<file path="src/rtl/pipelining_pkg.sv">
// Shared types for the pipeline skid register: FSM state encoding, counter width
// and the occupancy next-state function.
package pipelining_pkg;

    localparam int PIPE_STALL_CNT_W = 16;

    typedef enum logic [1:0] {
        EMPTY = 2'd0,
        BUSY  = 2'd1,
        FULL  = 2'd2
    } pipe_skid_state_e;

    // Occupancy step: main is the head entry, skid catches the beat that arrives
    // while the registered ready is still high but downstream has stopped.
    function automatic pipe_skid_state_e skid_next_state(
        input pipe_skid_state_e st,
        input logic             in_xfer,
        input logic             out_xfer
    );
        pipe_skid_state_e nxt;
        nxt = st;
        case (st)
            EMPTY: nxt = in_xfer ? BUSY : EMPTY;
            BUSY: begin
                if (in_xfer && !out_xfer)
                    nxt = FULL;
                else if (!in_xfer && out_xfer)
                    nxt = EMPTY;
                else
                    nxt = BUSY;
            end
            FULL:    nxt = out_xfer ? BUSY : FULL;
            default: nxt = EMPTY;
        endcase
        return nxt;
    endfunction

endpackage

</file>
<file path="src/rtl/pipeline_sat_counter.sv">
// Saturating up-counter with synchronous clear; used for the optional stall
// statistics (PIPELINE_SKID_PERF_EN).
module pipeline_sat_counter #(
    parameter int WIDTH = 16
) (
    input  logic             clk,
    input  logic             rst,
    input  logic             clear,
    input  logic             inc,
    output logic [WIDTH-1:0] count
);

    // Sticks at all-ones so a long stall never wraps back to a small value.
    always_ff @(posedge clk or posedge rst) begin
        if (rst)
            count <= '0;
        else if (clear)
            count <= '0;
        else if (inc && (count != {WIDTH{1'b1}}))
            count <= count + 1'b1;
    end

endmodule

</file>
<file path="src/rtl/pipeline_skid_register.sv">
// Two-entry skid register with a flopped upstream ready, flush and stall controls.
// Optional stall-cycle counter port enabled by macro PIPELINE_SKID_PERF_EN.
module pipeline_skid_register
    import pipelining_pkg::*;
#(
    parameter int DATA_WIDTH = 32
) (
    input  logic                        clk_i,
    input  logic                        rst_i,
    input  logic                        s_data_valid,
    output logic                        s_data_ready,
    input  logic [DATA_WIDTH-1:0]       s_data_data,
    output logic                        m_data_valid,
    input  logic                        m_data_ready,
    output logic [DATA_WIDTH-1:0]       m_data_data,
    input  logic                        s_ctrl_flush,
    input  logic                        s_ctrl_stall,
    output logic                        s_status_busy
`ifdef PIPELINE_SKID_PERF_EN
    ,
    output logic [PIPE_STALL_CNT_W-1:0] s_status_stall_cnt
`endif
);

    pipe_skid_state_e      state_q;
    pipe_skid_state_e      state_d;
    logic [DATA_WIDTH-1:0] main_q;
    logic [DATA_WIDTH-1:0] skid_q;
    logic                  ready_q;

    logic                  in_xfer;
    logic                  out_xfer;
    logic                  load_main;
    logic                  load_skid;
    logic                  move_skid;

    // Stall masks both handshakes, so no transfer can be seen on either side.
    assign s_data_ready  = ready_q && !s_ctrl_stall;
    assign m_data_valid  = (state_q != EMPTY) && !s_ctrl_stall;
    assign m_data_data   = main_q;
    assign s_status_busy = (state_q != EMPTY);

    assign in_xfer  = s_data_valid && s_data_ready;
    assign out_xfer = m_data_valid && m_data_ready;

    always_comb begin
        state_d   = skid_next_state(state_q, in_xfer, out_xfer);
        load_main = in_xfer && ((state_q == EMPTY) || ((state_q == BUSY) && out_xfer));
        load_skid = in_xfer && (state_q == BUSY) && !out_xfer;
        move_skid = out_xfer && (state_q == FULL);
    end

    // Ready comes up one edge after reset release; flush wins over stall.
    always_ff @(posedge clk_i or posedge rst_i) begin
        if (rst_i) begin
            state_q <= EMPTY;
            main_q  <= '0;
            skid_q  <= '0;
            ready_q <= 1'b0;
        end else if (s_ctrl_flush) begin
            state_q <= EMPTY;
            main_q  <= '0;
            skid_q  <= '0;
            ready_q <= 1'b1;
        end else if (!s_ctrl_stall) begin
            state_q <= state_d;
            ready_q <= (state_d != FULL);
            if (load_main)
                main_q <= s_data_data;
            else if (move_skid)
                main_q <= skid_q;
            if (load_skid)
                skid_q <= s_data_data;
        end
    end

`ifdef PIPELINE_SKID_PERF_EN
    pipeline_sat_counter #(
        .WIDTH (PIPE_STALL_CNT_W)
    ) u_stall_cnt (
        .clk   (clk_i),
        .rst   (rst_i),
        .clear (s_ctrl_flush),
        .inc   (m_data_valid && !m_data_ready && !s_ctrl_stall),
        .count (s_status_stall_cnt)
    );
`endif

endmodule

</file>
<file path="config.mk">
export PLATFORM = sky130hd
export DESIGN_NAME = pipeline_skid_register
export DESIGN_NICKNAME = d
export VERILOG_FILES = /design/src/rtl/pipelining_pkg.sv /design/src/rtl/pipeline_sat_counter.sv /design/src/rtl/pipeline_skid_register.sv
export SDC_FILE = /design/constraint.sdc
export NUM_CORES = 1
export LEC_CHECK = 0
export BUFFER_PORTS_ARGS = -buffer_cell sky130_fd_sc_hd__buf_2
export CORE_ASPECT_RATIO = 1.5
export CORE_MARGIN = 3
export CORE_UTILIZATION = 40
export DETAILED_ROUTE_END_ITERATION = 12
export MAX_ROUTING_LAYER = met4
export PLACE_DENSITY = 0.72
export REMOVE_ABC_BUFFERS = 1
export SYNTH_ARGS = -nofsm -noshare
export SYNTH_HDL_FRONTEND = slang
export SYNTH_HIERARCHICAL = 1
export SYNTH_SLANG_ARGS = --single-unit
</file>
<file path="constraint.sdc">
create_clock -name clk_i -period 2.15 [get_ports clk_i]
set_clock_uncertainty 0.1 [all_clocks]
set_input_delay 0.43 -clock clk_i [delete_from_list [all_inputs] [get_ports clk_i]]
set_output_delay 0.43 -clock clk_i [all_outputs]
set_load 0.01 [all_outputs]
</file>
[Word level (Yosys, flattened, before mapping)]
Index checks and enable logic that the tools add are counted.
Operators by class
  reduce and logical (&&, ||, !) cells: 21
  equality and inequality tests: 4
  multiplexer cells: 16
Operators with widths (number)
  $mux W32: 7
  $logic_and A1 B1 Y1: 11
  $mux W2: 4
  $pmux W2 S3: 1
  $mux W1: 4
  $ne A2 B2 Y1 const B: 2
  $reduce_and A2 Y1: 2
  $reduce_bool A2 Y1: 2
  $logic_not A1 Y1: 3
  $reduce_bool A3 Y1: 1
  $eq A2 B1 Y1 const B: 1
  $eq A2 B2 Y1 const B: 1
  $logic_not A2 Y1: 1
  $logic_or A1 B1 Y1: 1
Storage, ports and cells
  bits of input ports: 38
  output and inout bits: 35
  logic and storage cells: 45
  bits in registers: 67

[Depth between registers and ports, before layout]
Gate-level depths: netlist of run 1.
  word-level depth: 11
  gate-level depth with buffers: 6

[Least setup slack after synthesis of run 1]
Ideal clock, no wire load.
  path type: register to register
  from: register state_q[1]
  to: register ready_q
  path buffers: 0
  clock period less this slack: 1.846 ns
  required time: 1.924 ns
  path slack: 0.304 ns
  cell stages (with the launch flop): 7
  arrival: 1.620 ns
  cells stage by stage: dfrtp_1 > nor2_1 > inv_1 > nand3b_1 > ha_1 > a221o_1 > o32a_1
On the way
  longest elaborated chain between the ends: 10
  elaborated cells on any way between the ends: 16
  classes of those cells: eq/ne (3); mux (6); reduce/logical (7)
RTL lines
  start: declaration: line pipeline_skid_register.sv:25  | pipe_skid_state_e state_q;
  start signal: assignment: line pipeline_skid_register.sv:66  | state_q <= state_d;
  $reduce_bool A2 Y1 (*)
  via s_status_busy: line pipeline_skid_register.sv:18  | output logic s_status_busy
  $logic_and A1 B1 Y1 (*): line pipeline_skid_register.sv:39  | assign m_data_valid = (state_q != EMPTY) && !s_ctrl_stall;
  $logic_and A1 B1 Y1 (*): line pipeline_skid_register.sv:44  | assign out_xfer = m_data_valid && m_data_ready;
  $logic_and A1 B1 Y1 or $logic_not A1 Y1 (tied branches): line pipelining_pkg.sv:27, pipelining_pkg.sv:25
  $mux W1 or $logic_and A1 B1 Y1 (tied branches): line pipelining_pkg.sv:27, pipelining_pkg.sv:25
  $mux W2: line pipelining_pkg.sv:25  | if (in_xfer && !out_xfer)
  $pmux W2 S3 (*): line pipelining_pkg.sv:22  | case (st)
  $ne A2 B2 Y1 (*): line pipeline_skid_register.sv:67  | ready_q <= (state_d != FULL);
  $mux W1 (*): line pipeline_skid_register.sv:65  | end else if (!s_ctrl_stall) begin
  $mux W1 (*): line pipeline_skid_register.sv:60  | end else if (s_ctrl_flush) begin
  end signal: assignment: line pipeline_skid_register.sv:67
  end: declaration: line pipeline_skid_register.sv:29  | logic ready_q;
Mark *: on every way through the listed nets, which the timed path passes. The rest lies on a longest branch. The select of a mux whose other input is x is not followed.
A chain may end at the register's enable or synchronous reset.

[Worst setup path after layout of run 1]
  from: register state_q[0]
  to: register ready_q
On the way
  longest elaborated chain between the ends: 10
  elaborated cells on any way between the ends: 16
  classes of those cells: eq/ne (3); mux (6); reduce/logical (7)
RTL lines (line)
  $reduce_bool A2 Y1: pipeline_skid_register.sv:39
  $logic_and A1 B1 Y1: pipeline_skid_register.sv:39
  $logic_and A1 B1 Y1: pipeline_skid_register.sv:44
  $logic_and A1 B1 Y1 or $logic_not A1 Y1 (tied branches): pipelining_pkg.sv:27, pipelining_pkg.sv:25
  $mux W1 or $logic_and A1 B1 Y1 (tied branches): pipelining_pkg.sv:27, pipelining_pkg.sv:25
  $mux W2: pipelining_pkg.sv:25
  $pmux W2 S3 (*): pipelining_pkg.sv:22
  $ne A2 B2 Y1 (*): pipeline_skid_register.sv:67
  $mux W1 (*): pipeline_skid_register.sv:65
  $mux W1 (*): pipeline_skid_register.sv:60
Every way passes the cells marked *; elsewhere a longest branch is shown, timed or not. The select of a mux whose other input is x is not followed.

==> metrics.log, run 1 <==
INFO  metric ys_types = 30
INFO  metric startpoint_type = flop
INFO  metric clkSinkCount = 67
INFO  metric drt_pre_antenna_iters = 4
INFO  metric synthesis.area = 3160 µm²
INFO  metric placement.cell_area = 3560 µm²
INFO  metric setup.worst_path.end_class = flop
INFO  metric synth_adder_area_share = 0.396%
INFO  metric gp_congestion = 0.718
INFO  metric routed_wl = 8.16 mm
INFO  metric number_of_antenna_violations_at_the_first_check_in_global_routing = 0
INFO  metric synth-seq-area-share = 53.0%
INFO  metric vdd_drop_max = 0.000414 V
INFO  metric row_count = 39
INFO  metric layout_worst_path_cycle_share = 90.1%
INFO  metric cell_area_after_layout = 3830 µm²
INFO  metric post_synth_mux_area_share = 0%
INFO  metric timing.final.max_slew_violations = 0
INFO  metric cts_buffers = 9
INFO  metric fp.dieW = 78.6 µm
INFO  metric count_of_vias_placed_by_the_detailed_router = 2700
INFO  metric grt_pass1_vias = 2687
INFO  metric areaGrowthSynthToFinish = 21.2%
INFO  metric yosys.area_share.simple = 8.31%
INFO  metric finalCriticalPeriod = 1940 ps
INFO  metric synth_xor_area_share = 0%
INFO  metric clock_tree.buffer_depth = 2
INFO  metric hold_path_class = in -> async
INFO  metric layout_commonest_cell = buf_2
INFO  metric grt_remaining_overflow = 0
INFO  metric antenna-diode-count = 0
INFO  metric worstPathArrival = 2050 ps
INFO  metric power.clock.fraction = 45.5%
INFO  metric layout.cells.non_filler = 455
INFO  metric postSynthRegisterBits = 67
INFO  metric grt_max_degree = 68
INFO  metric power-per-cell-area = 771 nW/µm²
INFO  metric worstMarginPinSlew = 602 ps
INFO  metric dieArea = 9030 µm²
INFO  metric grt_first_pass_wirelength = 13.3 mm
INFO  metric dr.first_iter.drc_count = 317
INFO  metric cts_resized = 0
INFO  metric yosys_most_used_dff = dfrtp_1
INFO  metric nets = 387
INFO  metric internal_power = 2240 µW
INFO  metric yosysWarnings = 6
INFO  metric most-common-layout-cells = buf_2 (72), dfrtp_1 (67), a21oi_1 (33)
INFO  metric final-hold-violation-count = 0
INFO  metric timing_worst_setup_path_type = reg -> reg
INFO  metric route.detailed.vias_per_inst = 5.93
INFO  metric timing.final.setup_violations = 0
INFO  metric root_buffer = clkbuf_16
INFO  metric tritoncts = done
INFO  metric switching_share = 24.2%
INFO  metric worstPathRequired = 2260 ps
INFO  metric synth_enable_flop_cells = 0
INFO  metric cellLeakagePower = 0.00166 µW
INFO  metric cts.repair_timing.setup_buffer_count = 0
INFO  metric postRouteAntennaNets = 0
INFO  metric async_flop_share = 100%
INFO  metric status = complete, no violations
INFO  metric fmax = 516 MHz
INFO  metric detailedPlacementHpwl = 5.18 mm
INFO  metric drt_wl_cell = 17.9 µm
INFO  metric post_route_cells_drive_above_1_share = 29.5%
INFO  metric htree_num_levels = 3
INFO  metric worst_skew_pair.late_latency = 330 ps
INFO  metric power_frac_seq = 44.3%
INFO  metric synthesis.instances = 290
INFO  metric placed_cells = 439
INFO  metric path_max_fanout = 7
INFO  metric placement.io_buffers = 72
INFO  metric die_h = 115 µm
INFO  metric drv_cap = 0
INFO  metric starting_utilization_of_the_core_area = 41.3%
INFO  metric clk_slew_on_worst_s_h_paths = 50 ps
INFO  metric ioPinCount = 73
INFO  metric combPwrFrac = 10.3%
INFO  metric grt_total_usage = 19.4%
INFO  metric route.detailed.drc = 0
INFO  metric synth_compound_area_share = 30.2%
INFO  metric rsz0062_at_grt = no
INFO  metric syn_area_per_cell = 10.9 µm²
INFO  metric synth_top_family_by_area = compound AO/OA/AOI/OAI gates
INFO  metric remaining_max_slew_budget_at_the_tightest_pin = 59.8%
INFO  metric switchingPower = 716 µW
INFO  metric core_box_area = 7660 µm²
INFO  metric postCtsHoldBufs = 0
-- kinds of logic (layout without fill, tap and decap cells) --
group | Yosys count | count (layout)
and+or+nand+nor | 46 | 46
AOI/OAI and AO/OA | 135 | 135
adders and majority gates | 1 | 1
DFF | 67 | 67
buffers and inverters | 41 | 104
-- sequential cells by signal (all words and copies together), names as in the netlist --
name and flops:
skid_q 32, m_data_data 32, state_q 2, ready_q 1
-- cells in the mapped netlist, drive strengths merged (2+ instances only) --
library cell	instances	area (µm²)
inv	4	15.0
nor2	3	11.3
a32oi	32	280
a21oi	33	165
clkbuf	16	60.1
dfrtp	67	1680
nand3	32	160
nor2b	3	18.8
o21ai	32	160
buf	21	180
nand2b	2	12.5
o2bb2ai	32	287
-- through the flow --
step | TNS, ps | util [%] | power, µW | hold WS, ps | worst slack, ps
after floorplan | -69260 | - | 1470 | 393 | -1930
after global placement | 0 | 46.4 | 1620 | 368 | 163
after detailed placement | 0 | 46.4 | 1630 | 372 | 149
after CTS | 0 | 50.0 | 2990 | 76.0 | 216
after global routing | 0 | 50.0 | 3080 | 88.6 | 107
final | 0 | 50.0 | 2950 | 48.9 | 213
-- worst max-delay path: stages (launching register included) --
cell	delay, ps
dfrtp_1	470
nor2_1	200
inv_1	70
nand3b_1	90
ha_1	230
a221o_1	340
o32a_1	330
-- power by group through the flow --
| stage | Combinational [µW] | Clock, µW | Sequential (µW) |
|---|---|---|---|
| floorplan | 136 | 0 | 1330 |
| global placement | 298 | 0 | 1330 |
| detailed placement | 304 | 0 | 1330 |
| CTS | 304 | 1380 | 1310 |
| global route | 331 | 1440 | 1310 |
| finish | 303 | 1340 | 1310 |
-- per-layer routing --
layer  wire [µm]  vias to the layer above  GRT usage (%)
met3         366                       14           3.68
met1        3430                     1356           24.5
met5           0                        -              -
met4         164                        0           8.98
li1            -                     1243              -
met2        4200                       87           30.0
-- final timing paths --
kind                            startpoint              end  slack, ps  cells after the start
hold / removal                       rst_i  m_data_data[24]         50                      3
setup / recovery                state_q[0]          ready_q        210                      6
setup reg to reg                state_q[0]          ready_q        210                      6
max in group asynchronous            rst_i   m_data_data[8]       1590                      3
min in group clk_i         s_data_data[24]       skid_q[24]        260                      3
hold reg to reg            m_data_data[10]  m_data_data[10]        380                      1
-- final cells by class --
| cell class | instances | area (µm²) |
|---|---|---|
| clock buffers | 14 | 264 |
| multi-input cells | 182 | 1250 |
| repair buffers | 84 | 488 |
| clock inverters | 2 | 10.0 |
| fillers | 703 | 3830 |
| flip-flops and latches | 67 | 1680 |
| inverters | 4 | 15.0 |
| well taps | 102 | 128 |
Power figures use the tool's default switching activity.
==> inputs of run 2 (changes only) <==
--- a/config.mk
+++ b/config.mk
@@ -5,13 +5,13 @@
 export SDC_FILE = /design/constraint.sdc
 export NUM_CORES = 1
 export LEC_CHECK = 0
-export BUFFER_PORTS_ARGS = -buffer_cell sky130_fd_sc_hd__buf_2
+export BUFFER_PORTS_ARGS = -buffer_cell sky130_fd_sc_hd__buf_4
 export CORE_ASPECT_RATIO = 1.5
 export CORE_MARGIN = 3
-export CORE_UTILIZATION = 40
+export CORE_UTILIZATION = 48
 export DETAILED_ROUTE_END_ITERATION = 12
 export MAX_ROUTING_LAYER = met4
-export PLACE_DENSITY = 0.72
+export PLACE_DENSITY = 0.82
 export REMOVE_ABC_BUFFERS = 1
 export SYNTH_ARGS = -nofsm -noshare
 export SYNTH_HDL_FRONTEND = slang
==> metrics.log, run 2 (synthesis gave the netlist of run 1 again) <==
INFO  metric postLayoutSetupSlackWorst = 162 ps (-51.7 ps)
INFO  metric clkSinkCount = 67 (unchanged)
INFO  metric timing.final.setup_violations = 0 (unchanged)
INFO  metric met3_length = 404 µm (+10%)
INFO  metric power-per-cell-area = 729 nW/µm² (-5.5%)
INFO  metric grt_pass1_vias = 2649 (-1.4%)
INFO  metric hold_path_class = in -> reg
INFO  metric holdWs = 241 ps (+192 ps)
INFO  metric layout_commonest_cell = buf_4
INFO  metric grt_max_degree = 39 (-43%)
INFO  metric drv_cap = 0 (unchanged)
INFO  metric startpoint_type = flop
INFO  metric top_layer_used = met4
INFO  metric place_worst_setup_slack = 153 ps (+3.68 ps)
INFO  metric setup.worst_path.end_class = flop
INFO  metric route.detailed.drc = 0 (unchanged)
INFO  metric switchingPower = 691 µW (-3.5%)
INFO  metric postLayoutCoreUtil = 63.4% (+13 points)
INFO  metric post_route_cells_drive_above_1_share = 30.3% (+0.88 points)
INFO  metric number_of_antenna_violations_at_the_first_check_in_global_routing = 0 (unchanged)
INFO  metric worstPathRequired = 2270 ps (about the same)
INFO  metric cts_resized = 0 (unchanged)
INFO  metric cell_area_after_layout = 3970 µm² (+3.6%)
INFO  metric tritoncts = done
INFO  metric grt_remaining_overflow = 0 (unchanged)
INFO  metric root_buffer = clkbuf_8
INFO  metric grt_total_usage = 22.9% (+3.5 points)
INFO  metric drt_pre_antenna_iters = 5 (+1)
INFO  metric worst_skew_pair.late_latency = 340 ps (about the same)
INFO  metric count_of_vias_placed_by_the_detailed_router = 2696 (-0.15%)
INFO  metric detailedPlacementHpwl = 5.15 mm (-0.60%)
INFO  metric fp.dieW = 72.3 µm (-8.0%)
INFO  metric route.detailed.vias_per_inst = 6.27 (+5.7%)
INFO  metric switching_share = 23.9% (-0.33 points)
INFO  metric rsz0062_at_grt = no
INFO  metric htree_num_levels = 3 (unchanged)
INFO  metric cellLeakagePower = 0.00168 µW (+1.1%)
INFO  metric status = complete, no violations
INFO  metric timing_worst_setup_path_type = reg -> reg
INFO  metric dieArea = 7610 µm² (-16%)
INFO  metric power_frac_seq = 45.2% (+0.9 points)
INFO  metric postCtsHoldBufs = 1 (+1)
INFO  metric cts_buffers = 9 (unchanged)
INFO  metric most-common-layout-cells = buf_4 (83), dfrtp_1 (67), a21oi_1 (33)
INFO  metric core_box_area = 6260 µm² (-18%)
INFO  metric combPwrFrac = 11.5% (+1.2 points)
INFO  metric power.clock.fraction = 43.3% (-2.2 points)
INFO  metric clk_slew_on_worst_s_h_paths = 80 ps (+30 ps)
INFO  metric grt_first_pass_wirelength = 13.4 mm (+0.16%)
INFO  metric cts.repair_timing.setup_buffer_count = 0 (unchanged)
INFO  metric worstMarginPinSlew = 451 ps (-152 ps)
INFO  metric met1Wirelength = 3.23 mm (-5.9%)
INFO  metric final-hold-violation-count = 0 (unchanged)
INFO  metric path_max_fanout = 7 (unchanged)
INFO  metric drt_wl_cell = 18.5 µm (+3.2%)
INFO  metric antenna-diode-count = 0 (unchanged)
INFO  metric dr.first_iter.drc_count = 308 (-2.8%)
INFO  metric clock_tree.buffer_depth = 2 (unchanged)
INFO  metric internal_power = 2200 µW (-1.7%)
INFO  metric row_count = 35 (-10%)
INFO  metric vdd_drop_max = 0.000526 V (+27%)
INFO  metric gp_congestion = 0.841 (+17%)
INFO  metric timing.final.max_slew_violations = 0 (unchanged)
INFO  metric worstPathArrival = 2110 ps (+60 ps)
INFO  metric finalCriticalPeriod = 1990 ps (+51.7 ps)
INFO  metric areaGrowthSynthToFinish = 25.5%
INFO  metric die_h = 105 µm (-8.3%)
INFO  metric routed_wl = 7.96 mm (-2.5%)
INFO  metric remaining_max_slew_budget_at_the_tightest_pin = 69.9% (+10 points)
INFO  metric postRouteAntennaNets = 0 (unchanged)
INFO  metric layout_worst_path_cycle_share = 92.5% (+2.4 points)
INFO  metric placement.io_buffers = 72 (unchanged)
INFO  metric placement.cell_area = 3720 µm² (+4.5%)
INFO  metric fmax = 503 MHz (-2.6%)
INFO  metric nets = 390 (+0.78%)
INFO  metric starting_utilization_of_the_core_area = 50.5% (+9.2 points)
INFO  metric wl_met2 = 4.19 mm (-0.31%)
INFO  metric ioPinCount = 73 (unchanged)
## run 2: stage by stage
stage          cells  setup TNS, ps  total power [µW]
2_1_floorplan    253         -69260              1470
3_3_place_gp     413              0              1660
3_5_place_dp     413              0              1660
4_1_cts          430              0              2910
5_1_grt          430              0              3000
6_report         430              0              2890
## run 2: area by class of cell
type,count,area [µm²]
sequential,67,1680
clock inverter,6,114
inverter,4,15.0
fill,496,2290
tap,74,92.6
multi-input combinational,182,1250
timing repair buffer,87,693
clock buffer,10,128
## run 2: path summary, 6_finish.rpt
check                                start         endpoint  slack, ps  cells after the start
setup reg to reg                state_q[0]          ready_q        160                      6
hold reg to reg            m_data_data[12]  m_data_data[12]        390                      1
max in group asynchronous            rst_i       skid_q[31]        760                      4
hold / removal              s_data_data[4]        skid_q[4]        240                      3
setup / recovery                state_q[0]          ready_q        160                      6
min in group asynchronous            rst_i   m_data_data[6]        560                      3
## run 2: power groups by stage
| stage | Combinational (µW) | Clock, µW | Sequential (µW) |
|---|---|---|---|
| after floorplan | 136 | 0 | 1330 |
| after global placement | 327 | 0 | 1330 |
| after detailed placement | 332 | 0 | 1330 |
| after CTS | 335 | 1270 | 1310 |
| after global routing | 365 | 1330 | 1310 |
| final | 333 | 1250 | 1310 |
## run 2: routing by layer
layer | vias to the layer above | global-route usage (%)
met2 | 101 | 35.5
met5 | - | -
met4 | 0 | 8.74
li1 | 1241 | -
met1 | 1342 | 29.7
met3 | 12 | 3.82
## run 2: critical path, cell delays in order, from the launching register on
cell      delay (ps)
dfrtp_1          490
nor2_1           110
inv_1             80
nand3b_1          80
ha_1             300
a221o_1          360
o32a_1           340
